$ cat config.mk
export PLATFORM = sky130hd
export DESIGN_NAME = lcd_fill_ctrl
export DESIGN_NICKNAME = d
export VERILOG_FILES = /design/src/rtl/lcd_fill_ctrl.sv
export SDC_FILE = /design/constraint.sdc
export NUM_CORES = 1
export LEC_CHECK = 0
export ABC_AREA = 1
export ABC_CLOCK_PERIOD_IN_PS = 5200
export BUFFER_PORTS_ARGS = -buffer_cell sky130_fd_sc_hd__buf_4
export CAP_MARGIN = 20
export CORE_MARGIN = 2
export CORE_UTILIZATION = 55
export CTS_CLUSTER_DIAMETER = 40
export DETAILED_ROUTE_END_ITERATION = 8
export PLACE_DENSITY_LB_ADDON = 0.1
export SKIP_CTS_REPAIR_TIMING = 1
export SLEW_MARGIN = 5
export SYNTH_ARGS = -nofsm -noshare
export SYNTH_HDL_FRONTEND = slang
export SYNTH_SLANG_ARGS = --single-unit
$ cat constraint.sdc
create_clock -name clk -period 5.2 [get_ports clk]
set_input_delay 0.26 -clock clk [delete_from_list [all_inputs] [get_ports clk]]
set_output_delay 0.26 -clock clk [all_outputs]
set_load 0.01 [all_outputs]
$ cat src/rtl/lcd_fill_ctrl.sv
// lcd_fill_ctrl
// Command/pixel sequencer in front of a byte-level SPI serializer.
// After reset it wakes the panel (SLPOUT, wake delay, COLMOD=RGB565, DISPON),
// then serves rectangle fills: CASET, RASET, RAMWR and N RGB565 pixels.
//
// Ports
//   clk, reset            single clock, synchronous active-high reset
//   fill_req              level request, sampled only in IDLE
//   fill_x0/x1, y0/y1     inclusive rectangle bounds
//   fill_color            RGB565 pixel, high byte sent first
//   fill_ack              1-cycle pulse: request accepted, operands latched
//   fill_err              1-cycle pulse with fill_ack: rectangle rejected
//   busy                  high in every state except IDLE
//   init_done             set when power-up completes, cleared by reset only
//   spi_data, spi_dc      byte to the serializer, 0 = command, 1 = data
//   spi_cs                panel chip select, active-low
//   spi_done              serializer finished shifting the presented byte
//   state_dbg             current FSM state encoding
//
// Byte handshake: a byte is "offered" whenever spi_cs is low; spi_data and
// spi_dc stay stable until the serializer pulses spi_done, and the next byte
// is presented on the very next clock edge. spi_done is ignored while spi_cs
// is high or in IDLE.
//
// All SPI-side outputs are registered from the next state, so they change
// on the same edge as the state and return to reset values during reset.

module lcd_fill_ctrl #(
    parameter int WAKE_CYCLES = 12_000_000,
    parameter int X_MAX       = 127,
    parameter int Y_MAX       = 159
) (
    input  logic        clk,
    input  logic        reset,
    input  logic        fill_req,
    input  logic [7:0]  fill_x0,
    input  logic [7:0]  fill_x1,
    input  logic [7:0]  fill_y0,
    input  logic [7:0]  fill_y1,
    input  logic [15:0] fill_color,
    output logic        fill_ack,
    output logic        fill_err,
    output logic        busy,
    output logic        init_done,
    output logic [7:0]  spi_data,
    output logic        spi_dc,
    output logic        spi_cs,
    input  logic        spi_done,
    output logic [3:0]  state_dbg
);

    typedef enum logic [3:0] {
        S_INIT_SLPOUT = 4'd0,
        S_INIT_WAIT   = 4'd1,
        S_INIT_COLMOD = 4'd2,
        S_INIT_COLARG = 4'd3,
        S_INIT_DISPON = 4'd4,
        S_CS_GAP      = 4'd5,
        S_IDLE        = 4'd6,
        S_ACCEPT      = 4'd7,
        S_CASET_CMD   = 4'd8,
        S_CASET_ARG   = 4'd9,
        S_RASET_CMD   = 4'd10,
        S_RASET_ARG   = 4'd11,
        S_RAMWR       = 4'd12,
        S_PIX_HI      = 4'd13,
        S_PIX_LO      = 4'd14
    } state_t;

    // A zero wake time still spends one cycle with chip select high.
    localparam int unsigned WAKE_EFF  = (WAKE_CYCLES < 1) ? 1 : WAKE_CYCLES;
    localparam int unsigned WAKE_LAST = WAKE_EFF - 1;
    localparam int unsigned X_LIM     = X_MAX;
    localparam int unsigned Y_LIM     = Y_MAX;

    state_t      state, state_d;
    logic [31:0] wait_cnt, wait_d;
    logic [2:0]  arg_idx, arg_d;
    logic [15:0] pix_cnt, pix_d;

    logic [7:0]  x0_r, x1_r, y0_r, y1_r;
    logic [15:0] color_r;

    logic [7:0]  data_d;
    logic        dc_d;
    logic        cs_d;

    logic        byte_done;
    logic        accept;
    logic        rect_ok;
    logic [8:0]  dx, dy;
    logic [15:0] area;

    assign state_dbg = state;

    // Only a byte that is actually on the wire can complete.
    assign byte_done = spi_done && !spi_cs && (state != S_IDLE);
    assign accept    = (state == S_IDLE) && fill_req;

    assign rect_ok = (fill_x0 <= fill_x1) && (fill_y0 <= fill_y1) &&
                     ({24'd0, fill_x1} <= X_LIM) && ({24'd0, fill_y1} <= Y_LIM);

    // Pixel count from the raw inputs so it can be loaded on the accept edge.
    // Legal rectangles are at most 256x256 wide... but bounded by X_MAX/Y_MAX,
    // and the default panel (128x160 = 20480) fits in 16 bits.
    assign dx   = {1'b0, fill_x1} - {1'b0, fill_x0} + 9'd1;
    assign dy   = {1'b0, fill_y1} - {1'b0, fill_y0} + 9'd1;
    assign area = 16'(dx) * 16'(dy);

    // ---------------------------------------------------------------- state
    always_ff @(posedge clk) begin
        if (reset) begin
            state     <= S_INIT_SLPOUT;
            wait_cnt  <= '0;
            arg_idx   <= '0;
            pix_cnt   <= '0;
            x0_r      <= '0;
            x1_r      <= '0;
            y0_r      <= '0;
            y1_r      <= '0;
            color_r   <= '0;
            spi_data  <= 8'h00;
            spi_dc    <= 1'b0;
            spi_cs    <= 1'b1;
            busy      <= 1'b1;
            init_done <= 1'b0;
            fill_ack  <= 1'b0;
            fill_err  <= 1'b0;
        end else begin
            state     <= state_d;
            wait_cnt  <= wait_d;
            arg_idx   <= arg_d;
            pix_cnt   <= pix_d;
            spi_data  <= data_d;
            spi_dc    <= dc_d;
            spi_cs    <= cs_d;
            busy      <= (state_d != S_IDLE);
            init_done <= init_done | (state_d == S_IDLE);
            fill_ack  <= accept;
            fill_err  <= accept && !rect_ok;
            if (accept) begin
                x0_r    <= fill_x0;
                x1_r    <= fill_x1;
                y0_r    <= fill_y0;
                y1_r    <= fill_y1;
                color_r <= fill_color;
            end
        end
    end

    // ----------------------------------------------------------- next state
    always_comb begin
        state_d = state;
        wait_d  = wait_cnt;
        arg_d   = arg_idx;
        pix_d   = pix_cnt;
        case (state)
            S_INIT_SLPOUT: if (byte_done) begin
                state_d = S_INIT_WAIT;
                wait_d  = '0;
            end
            S_INIT_WAIT: begin
                if (wait_cnt == WAKE_LAST) state_d = S_INIT_COLMOD;
                else                       wait_d  = wait_cnt + 32'd1;
            end
            S_INIT_COLMOD: if (byte_done) state_d = S_INIT_COLARG;
            S_INIT_COLARG: if (byte_done) state_d = S_INIT_DISPON;
            S_INIT_DISPON: if (byte_done) state_d = S_CS_GAP;
            S_CS_GAP:      state_d = S_IDLE;
            S_IDLE: begin
                // Illegal rectangles are acknowledged but never leave IDLE.
                if (fill_req && rect_ok) begin
                    state_d = S_ACCEPT;
                    pix_d   = area;
                end
            end
            S_ACCEPT: begin
                state_d = S_CASET_CMD;
                arg_d   = '0;
            end
            S_CASET_CMD: if (byte_done) begin
                state_d = S_CASET_ARG;
                arg_d   = '0;
            end
            S_CASET_ARG: if (byte_done) begin
                if (arg_idx == 3'd3) begin
                    state_d = S_RASET_CMD;
                    arg_d   = '0;
                end else begin
                    arg_d = arg_idx + 3'd1;
                end
            end
            S_RASET_CMD: if (byte_done) begin
                state_d = S_RASET_ARG;
                arg_d   = '0;
            end
            S_RASET_ARG: if (byte_done) begin
                if (arg_idx == 3'd3) begin
                    state_d = S_RAMWR;
                    arg_d   = '0;
                end else begin
                    arg_d = arg_idx + 3'd1;
                end
            end
            S_RAMWR:  if (byte_done) state_d = S_PIX_HI;
            S_PIX_HI: if (byte_done) state_d = S_PIX_LO;
            S_PIX_LO: if (byte_done) begin
                pix_d = pix_cnt - 16'd1;
                if (pix_cnt == 16'd1) state_d = S_CS_GAP;
                else                  state_d = S_PIX_HI;
            end
            default: state_d = S_INIT_SLPOUT;
        endcase
    end

    // --------------------------------------------------------------- output
    // Decoded from the next state so the registered byte lines up with the
    // state it belongs to.
    always_comb begin
        cs_d   = 1'b0;
        dc_d   = 1'b0;
        data_d = 8'h00;
        case (state_d)
            S_INIT_SLPOUT: data_d = 8'h11;
            S_INIT_COLMOD: data_d = 8'h3A;
            S_INIT_COLARG: begin
                data_d = 8'h55;
                dc_d   = 1'b1;
            end
            S_INIT_DISPON: data_d = 8'h29;
            S_CASET_CMD:   data_d = 8'h2A;
            S_CASET_ARG: begin
                dc_d = 1'b1;
                if (arg_d == 3'd1)      data_d = x0_r;
                else if (arg_d == 3'd3) data_d = x1_r;
            end
            S_RASET_CMD:   data_d = 8'h2B;
            S_RASET_ARG: begin
                dc_d = 1'b1;
                if (arg_d == 3'd1)      data_d = y0_r;
                else if (arg_d == 3'd3) data_d = y1_r;
            end
            S_RAMWR:       data_d = 8'h2C;
            S_PIX_HI: begin
                data_d = color_r[15:8];
                dc_d   = 1'b1;
            end
            S_PIX_LO: begin
                data_d = color_r[7:0];
                dc_d   = 1'b1;
            end
            // INIT_WAIT, CS_GAP, IDLE, ACCEPT: chip select released.
            default: cs_d = 1'b1;
        endcase
    end

endmodule

Word-level counts from Yosys, hierarchy flattened:

Index checks and enable logic that the tools add are counted.

* flip-flop bits (word level): 117
* input bits: 52
* output and inout bits: 18
* word-level logic and storage cells: 119

* add/sub/neg operators: 7
* multipliers: 1
* $lt $le $gt $ge: 4
* eq/ne operators: 36
* muxes and demuxes: 34
* bitwise logic cells: 1
* reduce and logical (&&, ||, !) cells: 20

Operators with widths (number)
* $pmux W8 S11: 1
* $mux W32: 2
* $mux W4: 16
* $pmux W32 S2: 1
* $pmux W4 S15: 1
* $eq A4 B4 Y1 const B: 14
* $add A32 B1 Y32 const B: 1
* $eq A32 B24 Y1 const B: 1
* $mux W16: 2
* $mux W8: 4
* $pmux W16 S2: 1
* $eq A4 B3 Y1 const B: 6
* $add A9 B1 Y9 const B: 2
* $sub A8 B8 Y9: 2
* $eq A16 B1 Y1 const B: 1
* $eq A4 B2 Y1 const B: 4
* $le A8 B8 Y1: 2
* $mul A9 B9 Y16: 1
* $sub A16 B1 Y16 const B: 1
* $reduce_or A11 Y1: 1
* $mux W3: 3
* $pmux W3 S3: 1
* $le A8 B7 Y1 const B: 1
* $le A8 B8 Y1 const B: 1
* 16 further kinds: 33

Depth between registers and ports, before layout:

Gate-level depths: netlist (run 1).

* depth in word-level cells: 10
* depth in mapped cells: 33
* gate-level depth less buffers: 33

Worst setup path before layout (run 1):

OpenSTA, ideal clock, no wires.

* path kind: input to register
* from: input fill_x0[3]
* to: register pix_cnt[15]
* library setup time: 0.070 ns
* arrival time: 5.213 ns
* data required time: 5.130 ns
* slack: -0.083 ns
* cell stages on the path: 25
* buffers on the path: 0
* cells stage by stage: inv_1 ha_1 ha_1 or2_2 a31oi_1 xnor2_1 inv_1 nor2_1 fa_1 fa_1 fa_1 inv_1 fa_1 inv_1 ha_1 inv_1 o21ai_0 a21oi_1 inv_1 nand2_1 o211ai_1 a31o_2 nand3_1 nand3_1 a21oi_1

* word-level cells in the longest chain between the ends: 7
* elaborated cells between the ends (all ways): 12
* those cells by class: 2 x add/sub; 1 x mul; 1 x order compare; 1 x eq/ne; 2 x mux; 5 x reduce/logical

RTL lines
* start, declared: RTL line 36 `input logic [7:0] fill_x0,`
* parallel branches: the longest is 7 deep, another holds $mul A9 B9 Y16
* end signal, assigned: RTL line 133 `pix_cnt <= pix_d;`
* end, declared: RTL line 79 `logic [15:0] pix_cnt, pix_d;`

Several ways; the timed one is not identified. The select of a mux whose other input is x is not followed.
A chain may end at the register's enable or synchronous reset.

Worst setup path after layout (run 1):

* from: input fill_x1[1]
* to: register pix_cnt[14]

* word-level cells in the longest chain between the ends: 7
* elaborated cells between the ends (all ways): 13
* those cells by class: 2 x add/sub; 1 x mul; 2 x order compare; 1 x eq/ne; 2 x mux; 5 x reduce/logical

RTL lines
* start, declared: RTL line 37 `input logic [7:0] fill_x1,`
* parallel branches: the longest is 7 deep, another holds $mul A9 B9 Y16

Several ways; the timed one is not identified. The select of a mux whose other input is x is not followed.

==> results of run 1 <==
-- layer usage --
metal  track usage (%)  wire, um  vias to the layer above
met4              8.51       500                        0
li1                  -         -                     5100
met5                 0         0                        -
met1              36.3     12400                     4651
met2              48.0     13300                      320
met3              4.66      1610                       50
-- where the power goes --
| part | total [mW] | internal, mW | switching (mW) |
|---|---|---|---|
| combinational | 6.85 | 3.14 | 3.70 |
| sequential | 0.916 | 0.906 | 0.00985 |
| clock | 1.18 | 0.680 | 0.499 |
| total | 8.94 | 4.73 | 4.21 |
-- critical path: cells and delay by family --
kind / cells / cell delay (ns)
fa+ha+maj: 8 / 3.09
compound gates: 3 / 0.40
buf+inv: 12 / 0.79
simple gates: 8 / 0.86
-- flip-flops by register name, summed over array words and instances, names as in the netlist, 8 cells and up --
signal    cells
y0_r          8
x0_r          8
y1_r          8
color_r      16
wait_cnt     32
pix_cnt      16
x1_r          8
spi_data      8
-- area by class of cell --
cell class              count  area share (%)
multi-input cells        1062            54.7
flip-flops and latches    117            18.7
repair buffers            185            11.2
inverters                 285            8.58
clock buffers              17            3.39
well taps                 229            2.28
clock inverters            15            1.28
-- synth_stat cells (4+ instances only) --
cell type / n / area (sq um)
sky130_fd_sc_hd__dfxtp_1: 117 / 2340
sky130_fd_sc_hd__nand3_1: 60 / 300
sky130_fd_sc_hd__nor2_1: 158 / 593
sky130_fd_sc_hd__o22ai_1: 13 / 81.3
sky130_fd_sc_hd__buf_2: 4 / 20.0
sky130_fd_sc_hd__xor2_1: 22 / 193
sky130_fd_sc_hd__nand4_1: 31 / 194
sky130_fd_sc_hd__a31oi_1: 5 / 31.3
sky130_fd_sc_hd__inv_1: 279 / 1050
sky130_fd_sc_hd__ha_1: 81 / 1010
sky130_fd_sc_hd__clkbuf_1: 31 / 116
sky130_fd_sc_hd__fa_1: 51 / 1020
sky130_fd_sc_hd__nor3_1: 28 / 140
sky130_fd_sc_hd__a211oi_1: 7 / 52.6
sky130_fd_sc_hd__nor4_1: 11 / 68.8
sky130_fd_sc_hd__or2_2: 9 / 56.3
sky130_fd_sc_hd__xnor2_1: 9 / 78.8
sky130_fd_sc_hd__a21oi_1: 114 / 571
sky130_fd_sc_hd__nor2_4: 5 / 56.3
sky130_fd_sc_hd__inv_2: 6 / 22.5
sky130_fd_sc_hd__nand2_2: 5 / 31.3
sky130_fd_sc_hd__o21ai_0: 76 / 380
sky130_fd_sc_hd__nand2_1: 334 / 1250
-- through the flow --
step | setup slack [ns] | setup TNS (ns)
after floorplan | 0.00642 | 0
final | 0.171 | 0
after CTS | -0.0479 | -0.111
after detailed placement | -0.473 | -3.46
after global placement | -0.407 | -2.96
after global routing | -0.0494 | -0.158
-- worst max path at each step --
| stage | startpoint | end | slack, ns | cells past startpoint |
|---|---|---|---|---|
| after floorplan | fill_y1[1] | pix_cnt[12] | 0.006 | 23 |
| after global placement | fill_x0[3] | pix_cnt[12] | -0.41 | 25 |
| after detailed placement | fill_x1[1] | pix_cnt[15] | -0.47 | 29 |
| after CTS | fill_x1[1] | pix_cnt[15] | -0.05 | 29 |
| after global routing | fill_x0[0] | pix_cnt[14] | -0.05 | 29 |
| final | fill_x1[1] | pix_cnt[14] | 0.17 | 31 |
-- cells by family after synthesis --
logic type      after synthesis  synth area share (%)
xor+xnor                     31                  2.71
flops                       117                  23.4
buf+inv                     321                  12.1
simple gates                656                  28.1
compound gates              243                  13.4
fa+ha+maj                   132                  20.3
==> impl_metrics.yaml, run 1 <==
finish:
  post-route-util_pct: 70.1
  most_frequent_cells_in_the_layout: "324 x sky130_fd_sc_hd__nand2_1, 263 x sky130_fd_sc_hd__inv_1, 184 x sky130_fd_sc_hd__buf_4, 149 x sky130_fd_sc_hd__nor2_1, 117 x sky130_fd_sc_hd__dfxtp_1"
  final_net_count: 1852
  multi_input_gate_area_in_the_final_layout_sq_mm: 0.00687
  layout.cell_area.non_filler_sq_mm: 0.0126
  final_common_cell: "sky130_fd_sc_hd__nand2_1"
  final-seq-area_sq_mm: 0.00234
  layout-area-overhead-vs-synth_pct: 25.4
  finish.cell_count_without_fillers: 1910
  diodes: 0
  layout.filler_cells: 1568
  drive_above_1_share_pct: 19.9
clock_network:
  root_buffer: "sky130_fd_sc_hd__clkbuf_16"
  numClockSinks: 117
  clk-insertion-delay-late_ns: 0.43
  cts_tree: "done"
  cts_htree_levels: 4
  clk_pin_slew_ns: 0.06
  cts-buffers-inserted: 17
  cts_max_path_buffers: 2
worst_setup_path:
  r2r-end: "pix_cnt[14]"
  ff2ff_setup_slack_ns: 2.04
  path_max_fanout: 4
  cp_data_required_time_ns: 5.57
  cpMostUsedCell: "sky130_fd_sc_hd__inv_2"
  worstRegToRegCells: 10
  worstReg2RegStart: "state_dbg[0]"
  arrival_ns: 5.40
  critPathLaunchType: "input pin"
  criticalPathCategory: "input pin to register"
  slowest_stage: "sky130_fd_sc_hd__fa_1"
  element_type_at_the_critical_path_end: "register"
  timing.critical_path.slowest_cell_delay_ns: 0.57
timing:
  layout_worst_path_cycle_share_pct: 96.7
  hold_slack_ns: 0.0845
  final.min_clock_period_ns: 5.03
  worst_slew_pin_slew_ns: 0.772
  skew_ns: 0.0130
  grt_setup_unrepaired: "yes"
  timing.slew.headroom_pct: 48.4
  hold_viol: 0
  final_max_slew_viol_count: 0
  setup_viol_count_final: 0
  max_clock_freq_mhz: 199
run:
  timing.max_cap.violations: 0
floorplanning:
  design.portCount: 70
  floorplan.rows: 49
  core_sq_mm: 0.0179
  chipHeight_um: 139
  dieArea_sq_mm: 0.0193
  floorplan.initialDensity_pct: 56.0
  die_x_um: 139
detailed_routing:
  routed-via-count: 10100
  drt-wirelength-per-cell_um: 14.6
  drt_first_pass_iters: 5
  post_drt_via_cell_ratio: 5.30
  routed_wirelength_um: 27800
  drt_drc_violations_left: 0
  drt_iter0_drc: 698
  detail-route-antenna-nets: 0
logic_synthesis:
  synth.distinct_cells: 49
  syn_area_sq_mm: 0.0100
  synth-edff-count: 0
  synth-async-reset-ratio_pct: 0
  synthCells: 1500
  synth.yosys.seq_area_share_pct: 23.4
  synth_area_per_cell_sq_um: 6.68
  yosysWarningCount: 0
  synth.net_count: 1684
  synth_ff_type: "sky130_fd_sc_hd__dfxtp_1"
  synth-seq-cells: 117
placement:
  place.detailed.instances: 1872
  dpl.hpwl_um: 21200
  area_post_placement_sq_mm: 0.0116
  io_buffers: 69
  gp_congestion: 0.905
power_and_ir_drop:
  leakagePower_nw: 5.95
  max-vdd-ir-drop_mv: 0.977
  finalPower_mw: 8.94
  power_density_mw_per_mm2: 712
global_routing:
  grt_pass1_wl_um: 44700
  vias_in_the_first_global_route: 9524
  global_route.overflow_total: 0
  grt.total_usage_pct: 28.0
  antenna_found_initial: 0
  pin_count_of_the_biggest_net_entering_global_routing: 73
run_status:
  outcome: "complete, no violations"
min_path:
  timing.hold.worst_path_depth: 3
  min_path_type: "input pin to register"
  min-delay-start: "fill_color[0]"
  hold_end: "color_r[0]"
No activity file was read; power rests on OpenSTA's default activity.
==> run 2: changes to the inputs <==
Settings changed: CTS_BUF_LIST set to sky130_fd_sc_hd__clkbuf_4 sky130_fd_sc_hd__clkbuf_8 sky130_fd_sc_hd__clkbuf_16, PLACE_DENSITY set to 0.81, PLACE_DENSITY_LB_ADDON 0.1 to not set.
==> run 2 against run 1 <==
Worst hold slack better by 0.0071 ns. Sequential power about the same. Clock skew down 0.0043 ns. Clock-buffer cell count up 1. Critical path type unchanged.
==> impl_metrics.yaml, run 2 (synthesis results as in run 1) <==
global_routing:
  grt.total_usage_pct: 28.0
  global_route.overflow_total: 0
  antenna_found_initial: 0
  grt_pass1_wl_um: 44700
  vias_in_the_first_global_route: 9783
  pin_count_of_the_biggest_net_entering_global_routing: 74
floorplanning:
  design.portCount: 70
  floorplan.initialDensity_pct: 56.0
  core_sq_mm: 0.0179
  chipHeight_um: 139
  die_x_um: 139
  floorplan.rows: 49
  dieArea_sq_mm: 0.0193
finish:
  drive_above_1_share_pct: 19.6
  post-route-util_pct: 70.5
  finish.cell_count_without_fillers: 1908
  layout.filler_cells: 1385
  layout-area-overhead-vs-synth_pct: 25.9
  largestRegisters: "wait_cnt (32), color_r (16), pix_cnt (16)"
  registers.top_by_ff_count: "wait_cnt"
  multi_input_gate_area_in_the_final_layout_sq_mm: 0.00692
  most_frequent_cells_in_the_layout: "326 x sky130_fd_sc_hd__nand2_1, 263 x sky130_fd_sc_hd__inv_1, 181 x sky130_fd_sc_hd__buf_4, 150 x sky130_fd_sc_hd__nor2_1, 117 x sky130_fd_sc_hd__dfxtp_1"
  final-seq-area_sq_mm: 0.00234
  diodes: 0
  largest_reg_flops: 32
  final_common_cell: "sky130_fd_sc_hd__nand2_1"
  final_net_count: 1850
detailed_routing:
  post_drt_via_cell_ratio: 5.48
  drt_iter0_drc: 684
  detail-route-antenna-nets: 0
  drt_drc_violations_left: 0
  routed_wirelength_um: 29400
  routed-via-count: 10500
  drt_first_pass_iters: 6
  drt-wirelength-per-cell_um: 15.4
power_and_ir_drop:
  power_density_mw_per_mm2: 714
  pwr-share-clk_pct: 13.1
  leakagePower_nw: 5.95
  pwr-share-seq_pct: 10.2
  finalPower_mw: 9.00
  sw_frac_of_total_pct: 47.4
  cellInternalPower_mw: 4.74
  p_comb_share_pct: 76.7
  power.switching_mw: 4.26
  max-vdd-ir-drop_mv: 1.04
clock_network:
  numClockSinks: 117
  root_buffer: "sky130_fd_sc_hd__clkbuf_16"
  cts-buffers-inserted: 17
  clk-insertion-delay-late_ns: 0.43
  cts_htree_levels: 4
  cts_tree: "done"
  cts_max_path_buffers: 2
  clk_pin_slew_ns: 0.06
worst_setup_path:
  cp_num_buf_inv: 10
  element_type_at_the_critical_path_end: "register"
  slowest_stage: "sky130_fd_sc_hd__fa_1"
  critPathLaunchType: "input pin"
  criticalPathCategory: "input pin to register"
  cp_data_required_time_ns: 5.54
  timing.critical_path.slowest_cell_delay_ns: 0.52
  ff2ff_setup_slack_ns: 1.64
  family_with_the_most_delay_on_the_worst_path: "adder cells"
  arrival_ns: 5.43
  path_max_fanout: 5
  cpMostUsedCell: "sky130_fd_sc_hd__inv_1"
timing:
  max_clock_freq_mhz: 196
  setup_viol_count_final: 0
  final_max_slew_viol_count: 0
  final.min_clock_period_ns: 5.09
  timing.slew.headroom_pct: 45.4
  hold_viol: 0
  layout_worst_path_cycle_share_pct: 97.9
  skew_ns: 0.00874
  fin_setup_tns_ns: 0
  worst_slew_pin_slew_ns: 0.817
placement:
  place.detailed.instances: 1871
  io_buffers: 69
  dpl.hpwl_um: 21100
  gp_congestion: 0.944
min_path:
  min_path_type: "input pin to register"
run_status:
  outcome: "complete, no violations"
run:
  timing.max_cap.violations: 0
run 2: cell types whose count changed in the layout (fill, tap and decap cells not counted), sizes merged:
cell      previous run  this run
inv                296       287
clkinv               1         7
buf                185       183
bufinv               1         2
clkbuf              17        18
clkinvlp             2         3
run 2: cell type report:
cell class	count	share of cell area, %
clock buffers	18	3.48
clock inverters	14	1.22
inverters	285	8.58
multi-input cells	1062	54.9
flip-flops and latches	117	18.6
well taps	229	2.27
repair buffers	183	11.0
run 2: final timing paths:
check	start	to	cells past startpoint
max	fill_x1[1]	pix_cnt[9]	30
min	fill_color[10]	color_r[10]	3
max reg2reg	state_dbg[0]	pix_cnt[13]	12
min reg2reg	y0_r[2]	y0_r[2]	2
run 2: power by group through the flow:
stage / combinational, mW / clock [mW] / sequential (mW)
2_1_floorplan: 3.69 / 0 / 0.937
3_3_place_gp: 5.55 / 0 / 0.936
3_5_place_dp: 5.67 / 0 / 0.936
4_1_cts: 5.75 / 1.19 / 0.917
5_1_grt: 7.68 / 1.23 / 0.918
6_report: 6.91 / 1.18 / 0.916
run 2: per-stage QoR:
step | hold slack, ns | setup WS (ns) | instance area [sq um]
floorplan | 0.405 | 0.00642 | 10100
global placement | 0.436 | -0.335 | 11600
CTS | 0.0818 | -0.0344 | 12200
global route | 0.0935 | -0.142 | 12600
finish | 0.0916 | 0.109 | 12600
detailed placement | 0.440 | -0.469 | 11600
run 2: layer usage:
| metal | track usage (%) | up-vias | share of wire, % | routed length, um |
|---|---|---|---|---|
| li1 | - | 5088 | - | - |
| met1 | 32.8 | 4917 | 39 | 11600 |
| met2 | 51.0 | 372 | 51 | 15100 |
| met3 | 6.11 | 85 | 6.2 | 1820 |
| met4 | 8.98 | 0 | 3.0 | 891 |
| met5 | 0 | - | 0 | 0 |
run 2: worst register-to-register path: cells and delay by family (launching register included):
family / cells / cell delay, ns
simple gates: 7 / 1.25
flops: 1 / 0.52
compound gates: 1 / 0.27
buf+inv: 4 / 1.42
